`config.mk`:
```
export PLATFORM = sky130hd
export DESIGN_NAME = guess_entry_flat
export DESIGN_NICKNAME = d
export VERILOG_FILES = /design/src/rtl/guess_pkg.sv /design/src/rtl/guess_entry_if.sv /design/src/rtl/guess_history_buf.sv /design/src/rtl/guess_entry.sv /design/src/flat_wrapper.sv
export SDC_FILE = /design/constraint.sdc
export NUM_CORES = 1
export LEC_CHECK = 0
export ABC_AREA = 1
export CELL_PAD_IN_SITES_DETAIL_PLACEMENT = 0
export CELL_PAD_IN_SITES_GLOBAL_PLACEMENT = 1
export CORE_ASPECT_RATIO = 1.1
export CORE_UTILIZATION = 25
export DETAILED_ROUTE_END_ITERATION = 10
export DONT_BUFFER_PORTS = 1
export PLACE_DENSITY = 0.57
export SLEW_MARGIN = 20
export SYNTH_ARGS = -nofsm -noshare
export SYNTH_HDL_FRONTEND = slang
export SYNTH_SLANG_ARGS = --single-unit
```
`constraint.sdc`:
```
create_clock -name clk -period 2.15 [get_ports clk]
set_clock_uncertainty 0.15 [all_clocks]
set_input_delay 0.215 -clock clk [delete_from_list [all_inputs] [get_ports clk]]
set_output_delay 0.215 -clock clk [all_outputs]
set_load 0.01 [all_outputs]
```
`src/rtl/guess_pkg.sv`:
```
// Shared types and helpers for the guess-entry front end.
// Optional build macro used by guess_entry: DUP_REJECT_EN.
package guess_pkg;

    localparam int NUM_PEGS = 4;

    typedef logic [2:0] peg_t;

    localparam peg_t COLOR_OFF = 3'd0;
    localparam peg_t COLOR_MIN = 3'd1;

    typedef enum logic [0:0] {
        GUESS   = 1'b0,
        HISTORY = 1'b1
    } state_t;

    // Packed as {g3, g2, g1, g0}
    typedef peg_t [NUM_PEGS-1:0] guess_t;

    function automatic peg_t peg_next(input peg_t p, input int unsigned num_colors);
        return (p >= peg_t'(num_colors)) ? COLOR_MIN : p + 3'd1;
    endfunction

    function automatic peg_t peg_prev(input peg_t p, input int unsigned num_colors);
        return (p <= COLOR_MIN) ? peg_t'(num_colors) : p - 3'd1;
    endfunction

endpackage

```
`src/rtl/guess_entry_if.sv`:
```
// Button inputs and LED/submit outputs of the guess-entry controller.
// master drives the buttons, slave is the controller itself.
interface guess_entry_if #(
    parameter int HIST_DEPTH = 8
);
    import guess_pkg::*;

    logic btn_left;
    logic btn_right;
    logic btn_up;
    logic btn_down;
    logic btn_submit;
    logic btn_mode;

    logic                        blink_enable;
    logic [1:0]                  blink_led;
    peg_t                        guess_rgb0;
    peg_t                        guess_rgb1;
    peg_t                        guess_rgb2;
    peg_t                        guess_rgb3;
    peg_t                        history_rgb0;
    peg_t                        history_rgb1;
    peg_t                        history_rgb2;
    peg_t                        history_rgb3;
    logic                        submit_valid;
    guess_t                      submit_guess;
    logic                        submit_reject;
    logic [$clog2(HIST_DEPTH):0] hist_count;

    modport master (
        output btn_left, btn_right, btn_up, btn_down, btn_submit, btn_mode,
        input  blink_enable, blink_led,
        input  guess_rgb0, guess_rgb1, guess_rgb2, guess_rgb3,
        input  history_rgb0, history_rgb1, history_rgb2, history_rgb3,
        input  submit_valid, submit_guess, submit_reject, hist_count
    );

    modport slave (
        input  btn_left, btn_right, btn_up, btn_down, btn_submit, btn_mode,
        output blink_enable, blink_led,
        output guess_rgb0, guess_rgb1, guess_rgb2, guess_rgb3,
        output history_rgb0, history_rgb1, history_rgb2, history_rgb3,
        output submit_valid, submit_guess, submit_reject, hist_count
    );

endinterface

```
`src/rtl/guess_history_buf.sv`:
```
// Ring buffer of submitted guesses with a saturating count and a read-by-age port.
// Age 0 is the newest entry; the read data is registered (one cycle latency).
module guess_history_buf
    import guess_pkg::*;
#(
    parameter int HIST_DEPTH = 8
) (
    input  logic                        clk,
    input  logic                        rst,
    input  logic                        push,
    input  guess_t                      push_data,
    input  logic [$clog2(HIST_DEPTH)-1:0] rd_age,
    output guess_t                      rd_data,
`ifdef DUP_REJECT_EN
    output guess_t                      newest,
`endif
    output logic [$clog2(HIST_DEPTH):0] count
);
    localparam int IW = $clog2(HIST_DEPTH);
    localparam int CW = IW + 1;

    guess_t          mem [HIST_DEPTH];
    logic [IW-1:0]   wptr_reg;
    logic [CW-1:0]   count_reg;
    logic [IW-1:0]   rd_addr;
    guess_t          rd_data_reg;

    // Storage carries no reset; an empty buffer is masked at the read register.
    always_ff @(posedge clk) begin
        if (push) begin
            mem[wptr_reg] <= push_data;
        end
    end

    always_ff @(posedge clk or posedge rst) begin
        if (rst) begin
            wptr_reg  <= '0;
            count_reg <= '0;
        end else if (push) begin
            wptr_reg <= wptr_reg + IW'(1);
            if (count_reg != CW'(HIST_DEPTH)) begin
                count_reg <= count_reg + CW'(1);
            end
        end
    end

    assign rd_addr = wptr_reg - IW'(1) - rd_age;

    always_ff @(posedge clk or posedge rst) begin
        if (rst) begin
            rd_data_reg <= '0;
        end else if (count_reg == '0) begin
            rd_data_reg <= '0;
        end else begin
            rd_data_reg <= mem[rd_addr];
        end
    end

`ifdef DUP_REJECT_EN
    // Shadow copy of the newest entry so the duplicate test needs no RAM read.
    guess_t newest_reg;

    always_ff @(posedge clk or posedge rst) begin
        if (rst) begin
            newest_reg <= '0;
        end else if (push) begin
            newest_reg <= push_data;
        end
    end

    assign newest = newest_reg;
`endif

    assign rd_data = rd_data_reg;
    assign count   = count_reg;

endmodule

```
`src/rtl/guess_entry.sv`:
```
// Guess-entry front end: button FSM, cursor, peg colours and history browsing.
// Define DUP_REJECT_EN to reject a submit that repeats the newest history entry.
module guess_entry
    import guess_pkg::*;
#(
    parameter int NUM_COLORS = 6,
    parameter int HIST_DEPTH = 8
) (
    input logic          clk,
    input logic          rst,
    guess_entry_if.slave bus
);
    localparam int IW = $clog2(HIST_DEPTH);
    localparam int CW = IW + 1;

    localparam logic [0:0] S_GUESS   = GUESS;
    localparam logic [0:0] S_HISTORY = HISTORY;

    logic [0:0]    state_reg;
    logic [1:0]    cursor_reg;
    logic [IW-1:0] index_reg;
    logic          submit_valid_reg;
    guess_t        submit_guess_reg;
    guess_t        cur_guess;
    guess_t        hist_data;
    logic [CW-1:0] hist_count;
    logic          push;
    logic          dup;
    logic          in_guess;

    logic act_mode;
    logic act_submit;
    logic act_up;
    logic act_down;
    logic act_left;
    logic act_right;

    // Only the highest-priority pulse survives.
    always_comb begin
        act_mode   = 1'b0;
        act_submit = 1'b0;
        act_up     = 1'b0;
        act_down   = 1'b0;
        act_left   = 1'b0;
        act_right  = 1'b0;
        if (bus.btn_mode) begin
            act_mode = 1'b1;
        end else if (bus.btn_submit) begin
            act_submit = 1'b1;
        end else if (bus.btn_up) begin
            act_up = 1'b1;
        end else if (bus.btn_down) begin
            act_down = 1'b1;
        end else if (bus.btn_left) begin
            act_left = 1'b1;
        end else if (bus.btn_right) begin
            act_right = 1'b1;
        end
    end

    assign in_guess = (state_reg == S_GUESS);
    assign push     = in_guess && act_submit && !dup;

    genvar gi;
    generate
        for (gi = 0; gi < NUM_PEGS; gi++) begin : g_peg
            peg_t peg_reg;
            logic sel;

            assign sel = in_guess && (cursor_reg == 2'(gi));

            always_ff @(posedge clk or posedge rst) begin
                if (rst) begin
                    peg_reg <= COLOR_MIN;
                end else if (sel && act_up) begin
                    peg_reg <= peg_next(peg_reg, NUM_COLORS);
                end else if (sel && act_down) begin
                    peg_reg <= peg_prev(peg_reg, NUM_COLORS);
                end
            end

            assign cur_guess[gi] = peg_reg;
        end
    endgenerate

    always_ff @(posedge clk or posedge rst) begin
        if (rst) begin
            state_reg        <= S_GUESS;
            cursor_reg       <= 2'd0;
            index_reg        <= '0;
            submit_valid_reg <= 1'b0;
            submit_guess_reg <= '0;
        end else begin
            submit_valid_reg <= 1'b0;
            if (in_guess) begin
                if (act_mode) begin
                    if (hist_count != '0) begin
                        state_reg <= S_HISTORY;
                        index_reg <= '0;
                    end
                end else if (push) begin
                    submit_valid_reg <= 1'b1;
                    submit_guess_reg <= cur_guess;
                    cursor_reg       <= 2'd0;
                end else if (act_left) begin
                    cursor_reg <= cursor_reg - 2'd1;
                end else if (act_right) begin
                    cursor_reg <= cursor_reg + 2'd1;
                end
            end else begin
                if (act_mode) begin
                    state_reg <= S_GUESS;
                end else if (act_up) begin
                    if (CW'(index_reg) + CW'(1) < hist_count) begin
                        index_reg <= index_reg + IW'(1);
                    end
                end else if (act_down) begin
                    if (index_reg != '0) begin
                        index_reg <= index_reg - IW'(1);
                    end
                end
            end
        end
    end

`ifdef DUP_REJECT_EN
    guess_t newest;
    logic   submit_reject_reg;

    assign dup = (hist_count != '0) && (cur_guess == newest);

    always_ff @(posedge clk or posedge rst) begin
        if (rst) begin
            submit_reject_reg <= 1'b0;
        end else begin
            submit_reject_reg <= in_guess && act_submit && dup;
        end
    end

    assign bus.submit_reject = submit_reject_reg;
`else
    assign dup               = 1'b0;
    assign bus.submit_reject = 1'b0;
`endif

    guess_history_buf #(
        .HIST_DEPTH(HIST_DEPTH)
    ) u_hist (
        .clk       (clk),
        .rst       (rst),
        .push      (push),
        .push_data (cur_guess),
        .rd_age    (index_reg),
        .rd_data   (hist_data),
`ifdef DUP_REJECT_EN
        .newest    (newest),
`endif
        .count     (hist_count)
    );

    assign bus.blink_enable = in_guess;
    assign bus.blink_led    = cursor_reg;
    assign bus.guess_rgb0   = cur_guess[0];
    assign bus.guess_rgb1   = cur_guess[1];
    assign bus.guess_rgb2   = cur_guess[2];
    assign bus.guess_rgb3   = cur_guess[3];
    assign bus.history_rgb0 = hist_data[0];
    assign bus.history_rgb1 = hist_data[1];
    assign bus.history_rgb2 = hist_data[2];
    assign bus.history_rgb3 = hist_data[3];
    assign bus.submit_valid = submit_valid_reg;
    assign bus.submit_guess = submit_guess_reg;
    assign bus.hist_count   = hist_count;

endmodule

```
`src/flat_wrapper.sv`:
```
// flat-port wrapper written by rule: the top's interface ports become plain ports
module guess_entry_flat import guess_pkg::*;
#(
    parameter int NUM_COLORS = 6,
    parameter int HIST_DEPTH = 8
)
  (clk, rst, bus_btn_left, bus_btn_right, bus_btn_up, bus_btn_down, bus_btn_submit, bus_btn_mode, bus_blink_enable, bus_blink_led, bus_guess_rgb0, bus_guess_rgb1, bus_guess_rgb2, bus_guess_rgb3, bus_history_rgb0, bus_history_rgb1, bus_history_rgb2, bus_history_rgb3, bus_submit_valid, bus_submit_guess, bus_submit_reject, bus_hist_count);
  guess_entry_if #(.HIST_DEPTH(HIST_DEPTH)) bus_i ();
  input logic clk;
  input logic rst;
  input wire logic [$bits(bus_i.btn_left)-1:0] bus_btn_left;
  input wire logic [$bits(bus_i.btn_right)-1:0] bus_btn_right;
  input wire logic [$bits(bus_i.btn_up)-1:0] bus_btn_up;
  input wire logic [$bits(bus_i.btn_down)-1:0] bus_btn_down;
  input wire logic [$bits(bus_i.btn_submit)-1:0] bus_btn_submit;
  input wire logic [$bits(bus_i.btn_mode)-1:0] bus_btn_mode;
  output wire logic [$bits(bus_i.blink_enable)-1:0] bus_blink_enable;
  output wire logic [$bits(bus_i.blink_led)-1:0] bus_blink_led;
  output wire logic [$bits(bus_i.guess_rgb0)-1:0] bus_guess_rgb0;
  output wire logic [$bits(bus_i.guess_rgb1)-1:0] bus_guess_rgb1;
  output wire logic [$bits(bus_i.guess_rgb2)-1:0] bus_guess_rgb2;
  output wire logic [$bits(bus_i.guess_rgb3)-1:0] bus_guess_rgb3;
  output wire logic [$bits(bus_i.history_rgb0)-1:0] bus_history_rgb0;
  output wire logic [$bits(bus_i.history_rgb1)-1:0] bus_history_rgb1;
  output wire logic [$bits(bus_i.history_rgb2)-1:0] bus_history_rgb2;
  output wire logic [$bits(bus_i.history_rgb3)-1:0] bus_history_rgb3;
  output wire logic [$bits(bus_i.submit_valid)-1:0] bus_submit_valid;
  output wire logic [$bits(bus_i.submit_guess)-1:0] bus_submit_guess;
  output wire logic [$bits(bus_i.submit_reject)-1:0] bus_submit_reject;
  output wire logic [$bits(bus_i.hist_count)-1:0] bus_hist_count;
  assign bus_i.btn_left = bus_btn_left;
  assign bus_i.btn_right = bus_btn_right;
  assign bus_i.btn_up = bus_btn_up;
  assign bus_i.btn_down = bus_btn_down;
  assign bus_i.btn_submit = bus_btn_submit;
  assign bus_i.btn_mode = bus_btn_mode;
  assign bus_blink_enable = bus_i.blink_enable;
  assign bus_blink_led = bus_i.blink_led;
  assign bus_guess_rgb0 = bus_i.guess_rgb0;
  assign bus_guess_rgb1 = bus_i.guess_rgb1;
  assign bus_guess_rgb2 = bus_i.guess_rgb2;
  assign bus_guess_rgb3 = bus_i.guess_rgb3;
  assign bus_history_rgb0 = bus_i.history_rgb0;
  assign bus_history_rgb1 = bus_i.history_rgb1;
  assign bus_history_rgb2 = bus_i.history_rgb2;
  assign bus_history_rgb3 = bus_i.history_rgb3;
  assign bus_submit_valid = bus_i.submit_valid;
  assign bus_submit_guess = bus_i.submit_guess;
  assign bus_submit_reject = bus_i.submit_reject;
  assign bus_hist_count = bus_i.hist_count;
  guess_entry #(.NUM_COLORS(NUM_COLORS), .HIST_DEPTH(HIST_DEPTH)) u_core (.clk(clk), .rst(rst), .bus(bus_i));
endmodule
```
==> results of run 1 <==
-- worst paths after layout --
check | from | endpoint | slack (ns) | depth (start not counted)
max in group asynchronous | rst | u_core.bus.guess_rgb1[0] | 1.13 | 3
worst min-delay path | bus_btn_submit | u_core.bus.blink_led[1] | 0.02 | 4
worst max register to register | u_core.index_reg[0] | u_core.u_hist.rd_data[10] | 0.10 | 9
worst max-delay path | u_core.index_reg[0] | u_core.u_hist.rd_data[10] | 0.10 | 9
worst min register to register | u_core.bus.guess_rgb1[0] | u_core.bus.guess_rgb1[0] | 0.39 | 2
min in group asynchronous | rst | u_core.u_hist.rd_data[0] | 0.09 | 2
-- layer usage --
metal	vias to the layer above	GRT usage	routed length, um
li1	2249	-	-
met1	2107	0.1597	7389
met2	72	0.2140	8026
met3	17	0.02932	582
met4	0	0.04693	262
met5	-	0	0
-- placed cells by master (no fill, tap or decap), types with 2 or more instances in the layout --
master         instances
fa_1                   2
o211ai_1               4
inv_1                 35
a21oi_1               10
o22ai_1               12
clkinv_8               5
xnor2_1                4
buf_12                 5
inv_6                  2
nand2_2                5
o21ai_0               53
clkinv_1               2
inv_8                  6
xor2_1                 9
ha_1                  28
nor2_2                 4
nand3_1               55
o21ai_1                6
buf_4                 32
clkbuf_16             17
dfrtp_1               46
nand2_1              157
inv_2                  6
dfstp_2                4
nor2_1                73
dlygate4sd3_1          7
edfxtp_1              96
buf_6                  3
-- power groups by stage --
stage               clock network (W)  logic, W  registers [W]
finish                        0.00298   0.00555        0.00404
detailed placement                  0   0.00535        0.00412
global route                  0.00318   0.00637        0.00412
global placement                    0   0.00537        0.00412
floorplan                           0   0.00364        0.00408
CTS                           0.00307   0.00541        0.00407
-- area by class of cell --
cell class,instances,area (sq um)
clock buffer,17,425.4
clock inverter,15,182.7
fill,2710,18110
inverter,44,167.7
multi-input combinational,430,2215
sequential,146,4139
tap,352,440.4
timing repair buffer,48,459.2
-- cells by family after synthesis --
family / after synthesis
xor+xnor: 13
simple gates: 299
flops: 146
other cells: 1
buf+inv: 66
fa+ha+maj: 31
compound gates: 86
-- metrics by stage --
step | instances | power [W]
6_report | 1052 | 0.01258
3_5_place_dp | 1011 | 0.009478
5_1_grt | 1052 | 0.01367
3_3_place_gp | 1011 | 0.009491
4_1_cts | 1050 | 0.01255
2_1_floorplan | 642 | 0.007723
-- worst reg2reg max path, cell delays in order, from the launching register on --
cell and delay, ns:
dfrtp_1 0.36, inv_2 0.05, ha_2 0.17, fa_1 0.52, buf_6 0.12, buf_8 0.16, o21ai_0 0.10, o22ai_1 0.15
nor2_1 0.06, nor2_1 0.13
-- timing repair --
action / 4_1_cts / 5_1_grt
hold buffers: 7 / 0
resized for setup: 1 / 12
setup buffers: 0 / 2
pin swaps: 0 / 5
setup endpoints to repair: 2 / 11
endpoints found under the hold margin: 55 / 0
==> impl_summary.txt, run 1 <==
----------------------------------------------------
[Status]
  Status ... completed

[Worst setup path]
  Worst EP arrival ... 2.24 ns
  Crit-path max cell delay ... 0.52 ns
  Family of cells with the greatest summed delay on the critical path ... adder cells
  Bufs and invs on worst path ... 3
  Critical path endpoint category ... register
  Critical-path cell list ... inv_2, ha_2, fa_1, buf_6, buf_8, o21ai_0, o22ai_1, nor2_1, nor2_1
  Most numerous cell on the critical path ... nor2_1
  Cell with the largest stage delay on the worst path ... fa_1
  Data required time of the worst path ... 2.35 ns
  Highest fanout seen on the critical path ... 16
  CP startpoint kind ... register
  Setup Crit Path Kind ... register to register

[GRT]
  Gr ovfl total ... 0
  Tot GR Track Use ... 0.1281
  Wire length of the first global-routing pass ... about 26000 um
  Pin count of the biggest net entering global routing ... 39
  Number of global-route vias before repair ... 4508
  Number of antenna violations at the first check in global routing ... 0

[Route]
  DR DRC count ... 0
  Wire per inst ... 15.46 um
  DRT iter0 DRCs ... 215
  Routed WL ... 16260 um
  First-pass iteration count of the detailed router ... 4
  Average vias per placed instance ... about 4.2
  Remaining antenna violation count ... 0
  Via count ... 4445

[Yosys]
  Synthesized Nets ... 681
  Share of the synthesized area in compound gates (AO/OA/AOI/OAI) ... 0.06904
  Number of synthesized register bits ... 146
  Synth Area in Adders ... 0.06057
  Number of synthesized flops with an enable pin ... 96
  Async set-or-reset flop fraction in the synthesized netlist ... 0.3425
  Register area share after synthesis ... 0.6223
  Most numerous cell types in the synthesized netlist ... nand2_1 (157), edfxtp_1 (96), nor2_1 (73)
  Most frequent cell after synthesis ... nand2_1
  Main combinational cell family by area after synthesis ... simple AND/OR/NAND/NOR gates
  Multiplexer fraction of the synthesized cell area ... 0
  Number of instances in the synthesized netlist ... 642
  Cell variety after synth ... 31
  Yosys top cell area share ... 0.4334
  Count of warnings emitted by yosys ... 0
  Library cell occupying the most area in the post-synthesis netlist ... edfxtp_1
  Top_reg_cell synth ... edfxtp_1
  Area contributors post-synth ... edfxtp_1 (43%), dfrtp_1 (17%), nand2_1 (8.9%), ha_1 (5.5%), nand3_1 (4.1%)
  Post-synthesis cell area ... about 6700 sq um
  Post-synthesis share of cell area spent on and, or, nand and nor gates ... 0.1853
  Post-Syn Area per Cell ... 10.36 sq um
  Parity-gate share of the synthesized area counting xor and xnor cells ... 0.01712

[Floorplanning]
  Starting density of the core ... 0.2544
  Core box area ... 26140 sq um
  Horiz. Die Dim ... approximately 160 um
  Total I/O pin count ... 53
  Total number of placement rows ... 62
  Overall die area ... approximately 27000 sq um
  Die Ht ... 173.1 um

[Clocking]
  Worst-path clk slew ... roughly 0.070 ns
  Root buf cell ... clkbuf_16
  Clock insertion delay at the later pin of the skew report ... 0.43 ns
  TritonCTS Sinks ... about 150
  Clock tree from TritonCTS ... built
  Max H-tree Level ... 4
  Clock buffer depth ... 2
  Number of clock buffers inserted by TritonCTS ... 17

[Placed design]
  GPL Wtd Cong ... approximately 0.74
  Instance area at placement ... 7300 sq um
  Number of input and output port buffers inserted ... 0
  Final HPWL from detailed placement ... 10800 um
  Pre-CTS WS ... -0.02133 ns

[Pwr]
  Peak supply drop ... 0.6739 mV
  Total leakage power ... 3.346 nW
  Switching power summed over all nets ... 0.005269 W
  Cell-internal power ... 0.007307 W
  Total power per unit cell area ... 1566 nW/um^2
  Power share of the sequential group ... 0.321
  Clock power share ... 0.237
  Combinational share of power ... 0.442
  Switching share of power ... 0.4190

[Worst hold path]
  Type of the worst min-delay path ... primary input to register

[Final layout]
  Share of cells above drive strength 1 ... 0.1386
  Flip-flop count of the largest register, all copies and words added ... 96
  Cell area after layout ... 8029 sq um
  Area added between synthesis and finish ... 20.71%
  Final net count ... around 730
  Number of antenna repair diodes ... 0
  Final core utilization ... 0.3071

[STA]
  Unrepaired setup endpoints after global routing ... false
  Maximum clock frequency ... 0.4885 GHz
  Worst-margin pin slew ... 0.6268 ns
  Number of hold violations in the final report ... 0
  Final count of pins violating max slew ... 0
  Minimum setup slack in the final design ... 0.1030 ns
  Tightest slew margin relative to the limit ... 0.5822
  Final worst hold slack ... about 0.023 ns
  Final setup violation count ... 0
  Summed negative setup slack over all endpoints ... 0 ns
  Time the worst path needs with I/O delays and setup ... about 2.0 ns
  Part of the cycle the worst path needs ... 0.9521

[Job]
  Count of maximum capacitance violations ... 0

----------------------------------------------------
Power figures use the tool's default switching activity.
==> run 2: changes to the inputs <==
--- a/config.mk
+++ b/config.mk
@@ -6,13 +6,13 @@
 export NUM_CORES = 1
 export LEC_CHECK = 0
 export ABC_AREA = 1
-export CELL_PAD_IN_SITES_DETAIL_PLACEMENT = 0
-export CELL_PAD_IN_SITES_GLOBAL_PLACEMENT = 1
+export CELL_PAD_IN_SITES_DETAIL_PLACEMENT = 1
+export CELL_PAD_IN_SITES_GLOBAL_PLACEMENT = 2
 export CORE_ASPECT_RATIO = 1.1
 export CORE_UTILIZATION = 25
 export DETAILED_ROUTE_END_ITERATION = 10
 export DONT_BUFFER_PORTS = 1
-export PLACE_DENSITY = 0.57
+export PLACE_DENSITY_LB_ADDON = 0.1
 export SLEW_MARGIN = 20
 export SYNTH_ARGS = -nofsm -noshare
 export SYNTH_HDL_FRONTEND = slang
==> run 2 against run 1 <==
  * Hold slack worse by 0.0028 ns
  * Global-route usage is 2.0 points higher
  * Core utilization is 0.29 points higher
  * Power is 4.8% higher
  * Sequential share of layout area is 0.49 points lower
  * Final cell count hardly changed
  * Die area stayed put
  * Non-clock buffer count is 1 lower
  * Design area is 0.95% higher
  * Critical endpoint unchanged
  * Largest power group unchanged
  * Highest routed layer unchanged
==> impl_summary.txt, run 2 (synthesis results as in run 1) <==
----------------------------------------------------
[STA]
  Number of hold violations in the final report ... 0 (unchanged)
  Time the worst path needs with I/O delays and setup ... 2.120 ns (was 2.047 ns)
  Maximum clock frequency ... 0.4717 GHz (was 0.4885 GHz)
  Final count of pins violating max slew ... 0 (unchanged)
  Part of the cycle the worst path needs ... 0.9860 (was 0.9521)
  Final setup violation count ... 0 (unchanged)
  Worst-margin pin slew ... 0.5898 ns (was 0.6268 ns)
  Tightest slew margin relative to the limit ... 0.6068 (was 0.5822)
  Unrepaired setup endpoints after global routing ... true (was false)

[Final layout]
  Final net count ... 725 (was 726)
  Number of antenna repair diodes ... 0 (unchanged)
  Area added between synthesis and finish ... 21.86% (was 20.71%)
  Share of cells above drive strength 1 ... 0.1617 (was 0.1386)
  Number of filler cells placed in the layout ... 2976 (was 2710)
  Flip-flop count of the largest register, all copies and words added ... 96 (unchanged)
  Final core utilization ... 0.3100 (was 0.3071)
  Top library cells by usage in the layout, fill and taps aside ... nand2_1 (151), edfxtp_1 (96), nor2_1 (72), o21ai_0 (51), nand3_1 (48) (was nand2_1 (157), edfxtp_1 (96), nor2_1 (73), nand3_1 (55), o21ai_0 (53))
  Most common cell after layout, fill and taps aside ... nand2_1 (unchanged)
  Cell area after layout ... 8105 sq um (was 8029 sq um)
  Finished Layout Cells ... 1051 (was 1052)

[Route]
  Remaining antenna violation count ... 0 (unchanged)
  First-pass iteration count of the detailed router ... 4 (unchanged)
  Via count ... 4598 (was 4445)
  Average vias per placed instance ... 4.375 (was 4.225)
  Routed WL ... 18810 um (was 16260 um)
  DR DRC count ... 0 (unchanged)
  DRT iter0 DRCs ... 232 (was 215)
  Wire per inst ... 17.90 um (was 15.46 um)

[Worst setup path]
  Start of the worst register-to-register path ... u_core.u_hist.wptr_reg[0] (was u_core.index_reg[0])
  Endpoint of the most critical register-to-register path ... u_core.u_hist.rd_data[10] (unchanged)
  Cell with the largest stage delay on the worst path ... fa_2 (was fa_1)
  Highest fanout seen on the critical path ... 6 (was 16)
  Worst EP arrival ... 2.27 ns (was 2.24 ns)
  Total stage count of the critical path ... 9 (unchanged)
  Setup Crit Path Kind ... register to register (unchanged)
  Family of cells with the greatest summed delay on the critical path ... adder cells (unchanged)
  Data required time of the worst path ... 2.30 ns (was 2.35 ns)
  Crit-path max cell delay ... 0.65 ns (was 0.52 ns)
  Critical path endpoint category ... register (unchanged)
  Critical-path cell list ... ha_4, fa_2, buf_12, clkbuf_16, nand3_2, nand2_1, nand2_1, nand2_2, nor2_2 (was inv_2, ha_2, fa_1, buf_6, buf_8, o21ai_0, o22ai_1, nor2_1, nor2_1)
  Flop2flop setup slack ... 0.03 ns (was 0.10 ns)
  CP startpoint kind ... register (unchanged)
  Cell depth of the worst flop-to-flop path ... 9 (unchanged)
  Timing endpoint of the critical path ... u_core.u_hist.rd_data[10] (unchanged)
  CP Launch Point ... u_core.u_hist.wptr_reg[0] (was u_core.index_reg[0])
  Bufs and invs on worst path ... 2 (was 3)
  Most numerous cell on the critical path ... nand2_1 (was nor2_1)

[Placed design]
  Cell count after placement ... 1009 (was 1011)
  Instance area at placement ... 7347 sq um (was 7300 sq um)
  GPL Wtd Cong ... 0.6945 (was 0.7415)
  Number of input and output port buffers inserted ... 0 (unchanged)
  Final HPWL from detailed placement ... 12330 um (was 10800 um)

[Floorplanning]
  Overall die area ... 27260 sq um (unchanged)
  Core box area ... 26140 sq um (unchanged)
  Horiz. Die Dim ... 157.5 um (unchanged)
  Total number of placement rows ... 62 (unchanged)
  Total I/O pin count ... 53 (unchanged)
  Die Ht ... 173.1 um (unchanged)
  Starting density of the core ... 0.2544 (unchanged)

[Clocking]
  Clock buffer depth ... 2 (unchanged)
  Worst-path clk slew ... 0.07 ns (about the same)
  Max H-tree Level ... 4 (unchanged)
  Number of clock buffers inserted by TritonCTS ... 17 (unchanged)
  Clock tree from TritonCTS ... built (unchanged)
  Root buf cell ... clkbuf_16 (unchanged)
  Clock insertion delay at the later pin of the skew report ... 0.43 ns (about the same)
  TritonCTS Sinks ... 146 (unchanged)

[GRT]
  Pin count of the biggest net entering global routing ... 51 (was 39)
  Tot GR Track Use ... 0.1478 (was 0.1281)
  Number of antenna violations at the first check in global routing ... 0 (unchanged)
  Gr ovfl total ... 0 (unchanged)
  Number of global-route vias before repair ... 5051 (was 4508)
  Wire length of the first global-routing pass ... 29750 um (was 25810 um)

[Worst hold path]
  Type of the worst min-delay path ... primary input to register (unchanged)

[Pwr]
  Peak supply drop ... 0.9494 mV (was 0.6739 mV)
  Clock power share ... 0.213 (was 0.237)
  Switching share of power ... 0.4220 (was 0.4190)
  Switching power summed over all nets ... 0.005563 W (was 0.005269 W)
  Cell-internal power ... 0.007619 W (was 0.007307 W)
  Combinational share of power ... 0.482 (was 0.442)
  Total leakage power ... 3.362 nW (was 3.346 nW)
  Total power per unit cell area ... 1626 nW/um^2 (was 1566 nW/um^2)
  Power share of the sequential group ... 0.305 (was 0.321)
  Power Total ... 0.01318 W (was 0.01258 W)

[Job]
  Count of maximum capacitance violations ... 0 (unchanged)

[Status]
  Status ... completed (unchanged)

----------------------------------------------------
-- run 2: worst register-to-register path, cell delays in order, from the launching register on --
cell	delay (ns)
dfrtp_1	0.42
ha_4	0.18
fa_2	0.65
buf_12	0.13
clkbuf_16	0.15
nand3_2	0.07
nand2_1	0.06
nand2_1	0.06
nand2_2	0.09
nor2_2	0.03
-- run 2: stage by stage --
step           TNS, ns  worst slack (ns)  hold WS (ns)
6_report             0           0.03017       0.02016
5_1_grt        -0.3700          -0.06833       0.06955
4_1_cts              0           0.05874       0.01469
3_5_place_dp         0           0.06687       0.04790
3_3_place_gp         0            0.1073       0.04780
2_1_floorplan        0           0.06610        0.1614
-- run 2: worst min-delay path by stage --
stage	startpoint	end	slack, ns	cells past startpoint
finish	bus_btn_up	u_core.index_reg[2]	0.02	6
global route	bus_btn_submit	u_core.bus.blink_led[1]	0.07	4
CTS	bus_btn_up	u_core.index_reg[2]	0.01	6
detailed placement	rst	u_core.u_hist.rd_data[1]	0.05	2
global placement	rst	u_core.u_hist.rd_data[1]	0.05	2
floorplan	bus_btn_mode	u_core.state_reg	0.16	1
-- run 2: what timing repair did --
item                                   in CTS  in global routing
resized for setup                           0                 26
hold buffers                                7                  0
setup endpoints to repair                   0                 14
endpoints found under the hold margin      58                  0
setup buffers                               0                  1
-- run 2: power by group through the flow --
stage                     logic (W)  registers (W)  clock network (W)
after floorplan             0.00364        0.00408                  0
after global placement      0.00575        0.00408                  0
after detailed placement    0.00582        0.00409                  0
after CTS                   0.00586        0.00403            0.00291
after global routing        0.00726        0.00408            0.00301
final                       0.00636        0.00401            0.00281
-- run 2: per-layer routing --
metal  routed length [um]  share of wire  global-route usage
met3                  536          0.028             0.03233
met2                 9527           0.51              0.2509
met5                    0              0                   0
met1                 8522           0.45              0.1872
met4                  223          0.012             0.04086
-- run 2: area by class of cell --
class                           count  area (sq um)  share of cell area
Multi-Input combinational cell    430          2287              0.2822
Clock buffer                       18         429.2             0.05295
Timing Repair Buffer               47         520.5             0.06422
Clock inverter                     14         123.9             0.01528
Inverter                           44         165.2             0.02038
Sequential cell                   146          4139              0.5107
Tap cell                          352         440.4             0.05434
==> run 3: changes to the inputs <==
==> constraint.sdc (replaced) <==
create_clock -name clk -period 2.65 [get_ports clk]
set_clock_uncertainty 0.15 [all_clocks]
set_input_delay 0.265 -clock clk [delete_from_list [all_inputs] [get_ports clk]]
set_output_delay 0.265 -clock clk [all_outputs]
set_load 0.01 [all_outputs]
==> run 3 against run 2 <==
  * Count of clock-buffer cells in the layout is the same
  * Setup slack gained 0.20 ns
  * Critical path depth is 1 lower
  * Clock power is 8.5% lower
  * Maximum frequency shrank 12%
  * Largest cell class unchanged
  * Largest power group unchanged
==> impl_summary.txt, run 3 (synthesis results as in run 1) <==
----------------------------------------------------
[Final layout]
  Top library cells by usage in the layout, fill and taps aside ... nand2_1 (157), edfxtp_1 (96), nor2_1 (73), o21ai_0 (55), nand3_1 (55) (was nand2_1 (151), edfxtp_1 (96), nor2_1 (72), o21ai_0 (51), nand3_1 (48))
  Share of cells above drive strength 1 ... 0.1131 (was 0.1617)
  Area added between synthesis and finish ... 17.78% (was 21.86%)
  Number of antenna repair diodes ... 0 (unchanged)
  Area occupied by multi-input gates ... 2212 sq um (was 2287 sq um)
  Most common cell after layout, fill and taps aside ... nand2_1 (unchanged)
  Flip-flop count of the largest register, all copies and words added ... 96 (unchanged)
  Storage cell area ... 4139 sq um (unchanged)
  Number of filler cells placed in the layout ... 2985 (was 2976)
  Final net count ... 707 (was 725)

[Worst setup path]
  CP startpoint kind ... register (unchanged)
  Flop2flop setup slack ... 0.23 ns (was 0.03 ns)
  Cell depth of the worst flop-to-flop path ... 8 (was 9)
  Setup Crit Path Kind ... register to register (unchanged)
  Endpoint of the most critical register-to-register path ... u_core.u_hist.rd_data[8] (was u_core.u_hist.rd_data[10])
  Timing endpoint of the critical path ... u_core.u_hist.rd_data[8] (was u_core.u_hist.rd_data[10])
  Worst EP arrival ... 2.60 ns (was 2.27 ns)
  CP Launch Point ... u_core.index_reg[0] (was u_core.u_hist.wptr_reg[0])
  Critical path endpoint category ... register (unchanged)
  Data required time of the worst path ... 2.83 ns (was 2.30 ns)
  Start of the worst register-to-register path ... u_core.index_reg[0] (was u_core.u_hist.wptr_reg[0])
  Highest fanout seen on the critical path ... 15 (was 6)

[Floorplanning]
  Overall die area ... 27260 sq um (unchanged)
  Horiz. Die Dim ... 157.5 um (unchanged)
  Total number of placement rows ... 62 (unchanged)
  Core box area ... 26140 sq um (unchanged)
  Die Ht ... 173.1 um (unchanged)
  Starting density of the core ... 0.2544 (unchanged)
  Total I/O pin count ... 53 (unchanged)

[Pwr]
  Total power per unit cell area ... 1280 nW/um^2 (was 1626 nW/um^2)
  Total leakage power ... 3.246 nW (was 3.362 nW)
  Power Total ... 0.01003 W (was 0.01318 W)
  Peak supply drop ... 0.5914 mV (was 0.9494 mV)

[Clocking]
  Max H-tree Level ... 4 (unchanged)
  Clock tree from TritonCTS ... built (unchanged)
  Clock buffer depth ... 2 (unchanged)
  Root buf cell ... clkbuf_16 (unchanged)
  TritonCTS Sinks ... 146 (unchanged)
  Clock insertion delay at the later pin of the skew report ... 0.43 ns (about the same)
  Worst-path clk slew ... 0.07 ns (about the same)
  Number of clock buffers inserted by TritonCTS ... 17 (unchanged)

[GRT]
  Number of antenna violations at the first check in global routing ... 1 (was 0)
  Wire length of the first global-routing pass ... 29570 um (was 29750 um)
  Pin count of the biggest net entering global routing ... 49 (was 51)
  Gr ovfl total ... 0 (unchanged)
  Number of global-route vias before repair ... 5096 (was 5051)
  Tot GR Track Use ... 0.1486 (was 0.1478)

[Job]
  Count of maximum capacitance violations ... 0 (unchanged)

[Route]
  Via count ... 4588 (was 4598)
  Routed WL ... 18720 um (was 18810 um)
  Wire per inst ... 18.12 um (was 17.90 um)
  Remaining antenna violation count ... 0 (unchanged)
  Average vias per placed instance ... 4.441 (was 4.375)
  DRT iter0 DRCs ... 142 (was 232)
  DR DRC count ... 0 (unchanged)
  First-pass iteration count of the detailed router ... 4 (unchanged)

[STA]
  Maximum clock frequency ... 0.4133 GHz (was 0.4717 GHz)
  Time the worst path needs with I/O delays and setup ... 2.419 ns (was 2.120 ns)
  Number of hold violations in the final report ... 0 (unchanged)
  Tightest slew margin relative to the limit ... 0.5874 (was 0.6068)
  Unrepaired setup endpoints after global routing ... false (was true)
  Final count of pins violating max slew ... 0 (unchanged)
  Worst-margin pin slew ... 0.6190 ns (was 0.5898 ns)
  Part of the cycle the worst path needs ... 0.9130 (was 0.9860)
  Final setup violation count ... 0 (unchanged)
  Summed negative setup slack over all endpoints ... 0 ns (unchanged)

[Placed design]
  Number of input and output port buffers inserted ... 0 (unchanged)
  Final HPWL from detailed placement ... 12210 um (was 12330 um)
  GPL Wtd Cong ... 0.7165 (was 0.6945)

[Status]
  Status ... completed (unchanged)

[Worst hold path]
  Min-Delay Path Depth ... 5 (was 6)
  Type of the worst min-delay path ... primary input to register (unchanged)

----------------------------------------------------
run 3: cell type report:
class,instances,share of cell area
Clock buffer,18,0.05478
Inverter,44,0.02140
Tap cell,352,0.05622
Timing Repair Buffer,29,0.03258
Sequential cell,146,0.5284
Multi-Input combinational cell,430,0.2824
Clock inverter,14,0.02428
run 3: metal layers:
layer,share of wire,global-route usage,up-vias
met3,0.036,0.02882,12
met2,0.52,0.2649,64
li1,-,-,2211
met4,0.011,0.04490,0
met1,0.43,0.1782,2301
met5,0,0,-
run 3: stage by stage:
step           setup slack, ns  hold slack [ns]    util  instances  area, sq um
2_1_floorplan           0.5661           0.2114       -        642         6651
3_3_place_gp            0.1964          0.03327  0.2740        996         7162
3_5_place_dp            0.1334          0.03369  0.2740        996         7162
4_1_cts                 0.1156          0.02803  0.2996       1033         7831
5_1_grt                0.03166          0.07800  0.2997       1033         7834
6_report                0.2305          0.04384  0.2997       1033         7834
run 3: report_power, final:
part           internal, W  leakage [nW]  switching [W]
registers          0.00290          1.46       0.000378
clock network      0.00152         0.301        0.00105
logic              0.00136          1.48        0.00282
run 3: worst max-delay path: stages (launching register included):
cell     delay [ns]
dfrtp_1        0.42
inv_1          0.12
ha_1           0.21
fa_1           0.58
buf_4          0.28
o21ai_0        0.12
o22ai_1        0.18
nor2_1         0.06
nor2_1         0.19
run 3: repair_timing:
action,CTS,global route
hold endpoints to repair,48,0
buffers inserted,0,0
hold buffers,5,0
setup endpoints to repair,0,2
resized for setup,0,2
run 3: how the worst min path moves through the flow:
| stage | endpoint | startpoint | slack [ns] |
|---|---|---|---|
| 6_report | u_core.bus.blink_led[1] | bus_btn_left | 0.04 |
| 5_1_grt | u_core.bus.blink_led[1] | bus_btn_left | 0.08 |
| 4_1_cts | u_core.bus.blink_led[1] | bus_btn_left | 0.03 |
| 3_5_place_dp | u_core.u_hist.rd_data[0] | rst | 0.03 |
| 3_3_place_gp | u_core.u_hist.rd_data[1] | rst | 0.03 |
| 2_1_floorplan | u_core.state_reg | bus_btn_mode | 0.21 |
